$ cat src/rtl/typedefs.sv
// Shared opcode encoding for the accumulator ALU and its consumers.
package typedefs;

  typedef enum logic [2:0] {
    HLT = 3'd0,
    SKZ = 3'd1,
    ADD = 3'd2,
    AND = 3'd3,
    XOR = 3'd4,
    LDA = 3'd5,
    STO = 3'd6,
    JMP = 3'd7
  } opcode_t;

endpackage

$ cat src/rtl/alu.sv
// Accumulator ALU: registered result, combinational zero flag on accum.
// Optional registered adder carry-out enabled by defining ALU_CARRY_EN.
module alu
  import typedefs::*;
#(
  parameter int WIDTH = 8
) (
  input  logic             clk,
  input  logic             rst,
  input  logic [WIDTH-1:0] accum,
  input  logic [WIDTH-1:0] data,
  input  opcode_t          opcode,
  output logic [WIDTH-1:0] out,
`ifdef ALU_CARRY_EN
  output logic             carry,
`endif
  output logic             zero
);

  logic [WIDTH-1:0] out_d, out_q;

`ifdef ALU_CARRY_EN
  logic [WIDTH:0] sum;
  logic           carry_d, carry_q;

  assign sum = {1'b0, accum} + {1'b0, data};

  always_comb begin
    carry_d = 1'b0;
    if (opcode == ADD) carry_d = sum[WIDTH];
  end

  always_ff @(posedge clk or posedge rst) begin
    if (rst) carry_q <= 1'b0;
    else     carry_q <= carry_d;
  end

  assign carry = carry_q;
`else
  logic [WIDTH-1:0] sum;

  // Overflow beyond WIDTH is intentionally dropped.
  assign sum = accum + data;
`endif

  always_comb begin
    out_d = accum;
    unique case (opcode)
      ADD:     out_d = sum[WIDTH-1:0];
      AND:     out_d = accum & data;
      XOR:     out_d = accum ^ data;
      LDA:     out_d = data;
      default: out_d = accum;
    endcase
  end

  always_ff @(posedge clk or posedge rst) begin
    if (rst) out_q <= '0;
    else     out_q <= out_d;
  end

  assign out  = out_q;
  assign zero = (accum == '0);

endmodule

$ cat config.mk
export PLATFORM = sky130hd
export DESIGN_NAME = alu
export DESIGN_NICKNAME = d
export VERILOG_FILES = /design/src/rtl/typedefs.sv /design/src/rtl/alu.sv
export SDC_FILE = /design/constraint.sdc
export NUM_CORES = 1
export LEC_CHECK = 0
export CORE_MARGIN = 2
export CORE_UTILIZATION = 50
export DETAILED_ROUTE_END_ITERATION = 10
export GPL_ROUTABILITY_DRIVEN = 0
export HOLD_SLACK_MARGIN = 0.06
export PLACE_DENSITY = 0.87
export SETUP_SLACK_MARGIN = 0.5
export SYNTH_ARGS = -nofsm -noshare
export SYNTH_HDL_FRONTEND = slang
export SYNTH_SLANG_ARGS = --single-unit
export TNS_END_PERCENT = 20
$ cat constraint.sdc
create_clock -name clk -period 1.5 [get_ports clk]
set_input_delay 0.3 -clock clk [delete_from_list [all_inputs] [get_ports clk]]
set_output_delay 0.3 -clock clk [all_outputs]
set_load 0.05 [all_outputs]
==> results of run 1 <==
-- metrics by stage --
step	setup TNS (ps)	area, sq um
after detailed placement	-5230	1600
after global placement	-4530	1600
after floorplan	-245	1020
-- cells in the mapped netlist (all sizes together) --
cell     count  area, sq um
a221oi       2         17.5
o211ai       3         22.5
or3          1         6.26
nand4        1         6.26
nand3        1         5.00
nor3b        1         7.51
and2         1         6.26
o22ai        2         12.5
o221a        1         11.3
nand3b       1         7.51
nor2        11         41.3
a41oi        1         8.76
dfrtp        8          200
nand2        8         30.0
xnor2        1         8.76
a211oi       7         52.6
and3         1         6.26
clkbuf       3         11.3
nand2b       2         12.5
nor2b        1         6.26
a21o         3         22.5
and4         1         8.76
or3b         2         20.0
a2111o       1         11.3
mux2i       13          130
a2111oi      2         42.5
inv          7         26.3
o32ai        1         8.76
a21oi        6         30.0
nor3         1         5.00
o21ai        9         45.0
fa           1         20.0
buf          3         26.3
xor2         1         8.76
ha           8          100
or4          2         15.0
-- cells by family after synthesis --
| family | count (synthesis) |
|---|---|
| fa+ha+maj | 9 |
| mux | 13 |
| buf+inv | 13 |
| simple gates | 35 |
| flops | 8 |
| compound gates | 38 |
| xor+xnor | 2 |
==> flow_metrics.tcl, run 1 <==
set metrics [dict create \
    status "did not finish" \
    lastStage "clock tree synthesis (4_1_cts)" \
    error "[ERROR DPL-0038] Utilization greater than 100%, impossible to legalize" \
    syn-cell-area_sq_um 1000 \
    ys_warn_count 0 \
    yosys-mux-area-fraction_pct 13.0 \
    cts_hold_buf 0 \
    cts_resized 105 \
    synth-seq-cells 8 \
    numCtsBuffers 3 \
    hpwl_um 2540 \
    rows 16 \
    pre_cts_slack_ps -717 \
    initial_core_util_pct 52.1 \
    ioPinCount 30 \
    portBuffers 29 \
    avgSynthCellArea_sq_um 8.48 \
    die_h_um 48.7 \
    dieWidth_um 48.7 \
    dp.cells 194 \
    post_cts_buffers 14 \
    synth_cell_types 41 \
    h-tree-depth 1 \
    synth_nets 148 \
    synth_top_family_by_area "compound AO/OA/AOI/OAI gates" \
    synthAdderAreaFrac_pct 12.0 \
    cts_sinks 8 \
    seq_area_frac_synth_pct 20.0 \
    synth-xor-area-share_pct 1.75 \
    synth-simple-area-share_pct 18.4 \
    synthCells 118 \
    cts_buffer_depth 2 \
    clockRootBuffer "clkbuf_4" \
    synth_compound_area_share_pct 28.5 \
]
==> run 2, diff against run 1 <==
==> config.mk (replaced) <==
export PLATFORM = sky130hd
export DESIGN_NAME = alu
export DESIGN_NICKNAME = d
export VERILOG_FILES = /design/src/rtl/typedefs.sv /design/src/rtl/alu.sv
export SDC_FILE = /design/constraint.sdc
export NUM_CORES = 1
export LEC_CHECK = 0
export CORE_AREA = 2 2 63 65
export DETAILED_ROUTE_END_ITERATION = 10
export DIE_AREA = 0 0 65 67
export GPL_ROUTABILITY_DRIVEN = 0
export PLACE_DENSITY_LB_ADDON = 0.15
export SYNTH_ARGS = -nofsm -noshare
export SYNTH_HDL_FRONTEND = slang
export SYNTH_SLANG_ARGS = --single-unit
export TNS_END_PERCENT = 20
==> flow_metrics.tcl, run 2 <==
set metrics [dict create \
    status "finished, violations left" \
    violations "setup timing" \
    cp_slowest_stage_delay_ps 520 \
    portBuffers 29 \
    crit_family "simple AND/OR/NAND/NOR gates" \
    drcViolationCount 0 \
    cp.arrival_ps 1270 \
    synthCells 118 \
    grt_max_degree 17 \
    period_share_pct 105 \
    dp.cells 219 \
    synth_most_common_cell "mux2i_1" \
    hpwl_um 2410 \
    cts_buffer_depth 2 \
    worst_pin_slew_ps 294 \
    stdcell_area_sq_um 1850 \
    leakagePower_nw 0.820 \
    grt.busiest_layer "met2" \
    antenna-diode-count 0 \
    rows 22 \
    stdcell_count 227 \
    min_path_type "input pin to asynchronous set/reset pin" \
    placed_area_sq_um 1650 \
    yosys-top-cells-area "dfrtp_1 20%, mux2i_1 13%, ha_1 10%" \
    timing.fmax_mhz 636 \
    power_density_nw_per_um2 637 \
    synth_nets 148 \
    vias_per_cell 4.89 \
    setup.worst_path.start_class "input pin" \
    endpoint_kind "output pin" \
    coreArea_sq_um 3610 \
    h-tree-depth 1 \
    synth-seq-cells 8 \
    hold_viol_final 0 \
    worstPathMaxFanout 2 \
    cp.required_ps 1200 \
    postRouteAntennaNets 0 \
    dieWidth_um 65 \
    syn-cell-area_sq_um 1000 \
    vdd_ir_drop_max_mv 0.211 \
    grt_pass1_vias 1098 \
    path_clk_slew_ps 40 \
    ys_async_sr_fraction_pct 100 \
    synth_common_cells "13 x mux2i_1, 11 x nor2_1, 8 x dfrtp_1, 8 x ha_1, 8 x nand2_1" \
    drt_iter0_drc 87 \
    ys_warn_count 0 \
    worstPathCellList "buf_8 -> buf_6 -> or4_4 -> nor2_4 -> buf_12" \
    pre_cts_slack_ps -664 \
    drt_wl_total_um 2940 \
    grt_usage_pct 15.0 \
    critPathSlowestCell "or4_4" \
    area_growth_syn_to_layout_pct 84.4 \
    final_cell_mix "31 x buf_4, 13 x mux2i_1, 10 x nor2_1" \
    ioPinCount 30 \
    numCtsBuffers 3 \
    setup_slack_ps -71.5 \
    synth_edf_count 0 \
    antenna_found_initial 0 \
    wl_per_cell_um 12.9 \
    fin_nets 211 \
    cts_tree "done" \
    initial_core_util_pct 27.8 \
    slew-limit-headroom_pct 80.3 \
    maxSlewViolCount 0 \
    cts_sinks 8 \
    avgSynthCellArea_sq_um 8.48 \
    synth_cell_types 41 \
    synth_ff_type "dfrtp_1" \
    final_common_cell "buf_4" \
    drt-pass1-iter-count 4 \
    die_h_um 67 \
    rsz0062_at_grt "yes" \
    setup_viol 2 \
    hold_ws_ps 326 \
    clockRootBuffer "clkbuf_8" \
    overflow 0 \
    met3_usage_pct 1.69 \
    power.total_mw 1.18 \
    largest_reg_flops 8 \
    critPathBufInv 3 \
    netlist.area_leader.share_pct 20.0 \
    vias 1110 \
    die_area_sq_um 4360 \
    path_class "input pin to output pin" \
    grt_pass1_wl_um 5130 \
    drive_gt1_share_pct 44.7 \
    period_needed_ps 1570 \
    met1_usage_pct 19.7 \
    seq_area_frac_synth_pct 20.0 \
    maxCapViolations 0 \
    grt.met2_usage_pct 25.6 \
    synth_top_area_cell "dfrtp_1" \
]
## run 2: cell counts after synthesis
Identical to the previous run, type by type.
## run 2: routing by layer
layer  vias up  routed length [um]
met3         4                  86
met2        22                1430
met1       509                1400
li1        575                   -
met5         -                   0
met4         0                  23
## run 2: cells by family after synthesis
| kind of cell | synth area share, % |
|---|---|
| AOI/OAI and AO/OA | 28.5 |
| and+or+nand+nor | 18.4 |
| buffers and inverters | 6.37 |
| muxes | 13.0 |
| xor gates and xnor gates | 1.75 |
| adders and majority gates | 12.0 |
| DFF | 20.0 |
## run 2: worst paths after layout
path / cells after the start / to / start
worst max-delay path: 5 / zero / accum[2]
worst min-delay path: 2 / out[4] / rst
max in group asynchronous: 2 / out[7] / rst
min in group clk: 5 / out[0] / data[0]
## run 2: power by group
| part | switching (mW) | leakage (nW) | internal (mW) |
|---|---|---|---|
| clock network | 0.0707 | 0.0216 | 0.173 |
| logic | 0.323 | 0.704 | 0.344 |
| registers | 0.0212 | 0.0946 | 0.244 |
## run 2: per-stage QoR
step | TNS, ps | utilization [%]
after CTS | -117 | 50.6
after global placement | -4580 | 45.8
after detailed placement | -4730 | 45.8
after floorplan | -245 | -
after global routing | -237 | 51.2
final | -127 | 51.2
## run 2: final cells by class
type | instances | area, sq um
sequential | 8 | 200
inverter | 7 | 26.3
clock buffer | 3 | 41.3
multi-input combinational | 97 | 882
tap | 48 | 60.1
timing repair buffer | 64 | 636
fill | 339 | 1760
## run 2: what timing repair did
item                                    4_1_cts  5_1_grt
endpoints found under the setup margin        8        7
buffers inserted                              5        0
resized for setup                            77        5
hold endpoints to repair                      0        0
hold buffers                                  0        0
pin swaps                                    18        5
No activity file was read; power rests on OpenSTA's default activity.
==> run 3, diff against run 2 <==
--- a/config.mk
+++ b/config.mk
@@ -10,6 +10,7 @@
 export DIE_AREA = 0 0 65 67
 export GPL_ROUTABILITY_DRIVEN = 0
 export PLACE_DENSITY_LB_ADDON = 0.15
+export SETUP_SLACK_MARGIN = 0.4
 export SYNTH_ARGS = -nofsm -noshare
 export SYNTH_HDL_FRONTEND = slang
 export SYNTH_SLANG_ARGS = --single-unit
==> flow_metrics.tcl, run 3 (synthesis results as in run 2) <==
set metrics [dict create \
    cp_slowest_stage_delay_ps 520 \
    path_clk_slew_ps 40 \
    cts_tree "done" \
    worstPathMaxFanout 2 \
    grt_max_degree 17 \
    maxSlewViolCount 0 \
    drt_wl_total_um 3000 \
    dieWidth_um 65 \
    area_growth_syn_to_layout_pct 88.4 \
    min_path_type "input pin to asynchronous set/reset pin" \
    largest_reg_flops 8 \
    drt-pass1-iter-count 4 \
    dp.cells 219 \
    worstPathCellList "buf_8 -> buf_6 -> or4_4 -> nor2_4 -> buf_12" \
    critPathSlowestCell "or4_4" \
    antenna_found_initial 0 \
    portBuffers 29 \
    numCtsBuffers 3 \
    vdd_ir_drop_max_mv 0.212 \
    hold_ws_ps 326 \
    cts_buffer_depth 2 \
    status "finished, violations left" \
    final_cell_mix "29 x buf_4, 13 x mux2i_1, 10 x nor2_1, 10 x buf_6, 9 x buf_12" \
    cp.required_ps 1200 \
    setup_slack_ps -71.8 \
    period_share_pct 105 \
    slew-limit-headroom_pct 79.2 \
    path_class "input pin to output pin" \
    period_needed_ps 1570 \
    ff_latch_area_sq_um 200 \
    cp.arrival_ps 1270 \
    vias 1112 \
    power_density_nw_per_um2 635 \
    hpwl_um 2410 \
    wl_per_cell_um 13.2 \
    violations "setup timing" \
    grt_pass1_wl_um 5190 \
    grt_usage_pct 15.2 \
    h-tree-depth 1 \
    drcViolationCount 0 \
    hold_viol_final 0 \
    maxCapViolations 0 \
    worst_pin_slew_ps 310 \
    die_h_um 67 \
    stdcell_count 227 \
    endpoint_kind "output pin" \
    drt_iter0_drc 87 \
    grt_pass1_vias 1110 \
    vias_per_cell 4.90 \
    num-fill-cells 339 \
    initial_core_util_pct 27.8 \
    clockRootBuffer "clkbuf_8" \
    setup_viol 2 \
    setup.worst_path.start_class "input pin" \
    fin_nets 211 \
    rows 22 \
    multi_input_area_sq_um 911 \
    die_area_sq_um 4360 \
    overflow 0 \
    timing.fmax_mhz 636 \
    leakagePower_nw 0.824 \
    final_common_cell "buf_4" \
    rsz0062_at_grt "yes" \
    pre_cts_slack_ps -664 \
    drive_gt1_share_pct 48.0 \
    ioPinCount 30 \
    coreArea_sq_um 3610 \
    postRouteAntennaNets 0 \
    antenna-diode-count 0 \
    cts_sinks 8 \
]
==> run 3: cell type report <==
| cell class | instances | area share [%] |
|---|---|---|
| flip-flops and latches | 8 | 10.6 |
| clock buffers | 3 | 2.19 |
| multi-input cells | 97 | 48.3 |
| inverters | 7 | 1.53 |
| repair buffers | 64 | 34.2 |
| well taps | 48 | 3.19 |
==> run 3: timing repair <==
action                                  in CTS  in global routing
gates resized for setup                     88                  9
setup buffers                                5                  0
pin swaps                                   23                 10
hold buffers                                 0                  0
endpoints found under the setup margin       9                  9
==> run 3: layer usage <==
| layer | track usage (%) | wire length (um) |
|---|---|---|
| met1 | 19.8 | 1400 |
| met5 | 0 | 0 |
| met2 | 26.7 | 1520 |
| met3 | 1.52 | 80 |
| met4 | 3.99 | 9 |
==> run 3: where the power goes <==
group	leakage [nW]	internal, mW	switching (mW)
Sequential	0.0946	0.244	0.0212
Clock	0.0216	0.173	0.0706
Combinational	0.708	0.357	0.332
Total	0.824	0.773	0.423
==> run 3: final timing paths <==
| path | slack [ps] | start | to |
|---|---|---|---|
| min | 330 | rst | out[4] |
| max | -70 | accum[2] | zero |
| max in group asynchronous | 950 | rst | out[7] |
| min in group clk | 490 | data[0] | out[0] |
==> run 3: worst max-delay path, delay by kind of cell <==
family | cells | cell delay (ps)
AND/OR/NAND/NOR | 2 | 630
buffers and inverters | 3 | 340
==> run 3: per-stage QoR <==
step	setup TNS, ps	util, %	total power [mW]	instance area [sq um]
5_1_grt	-213	52.3	1.27	1890
4_1_cts	-117	51.4	1.19	1850
6_report	-134	52.3	1.20	1890
2_1_floorplan	-245	-	0.573	1020
3_3_place_gp	-4580	45.8	0.874	1650
3_5_place_dp	-4730	45.8	0.884	1650
==> run 4, diff against run 3 <==
--- a/config.mk
+++ b/config.mk
@@ -11,6 +11,7 @@
 export GPL_ROUTABILITY_DRIVEN = 0
 export PLACE_DENSITY_LB_ADDON = 0.15
 export SETUP_SLACK_MARGIN = 0.4
+export SLEW_MARGIN = 10
 export SYNTH_ARGS = -nofsm -noshare
 export SYNTH_HDL_FRONTEND = slang
 export SYNTH_SLANG_ARGS = --single-unit
==> results of run 4 <==
Same layout as run 3: the final DEF is identical, and so are final timing and power.
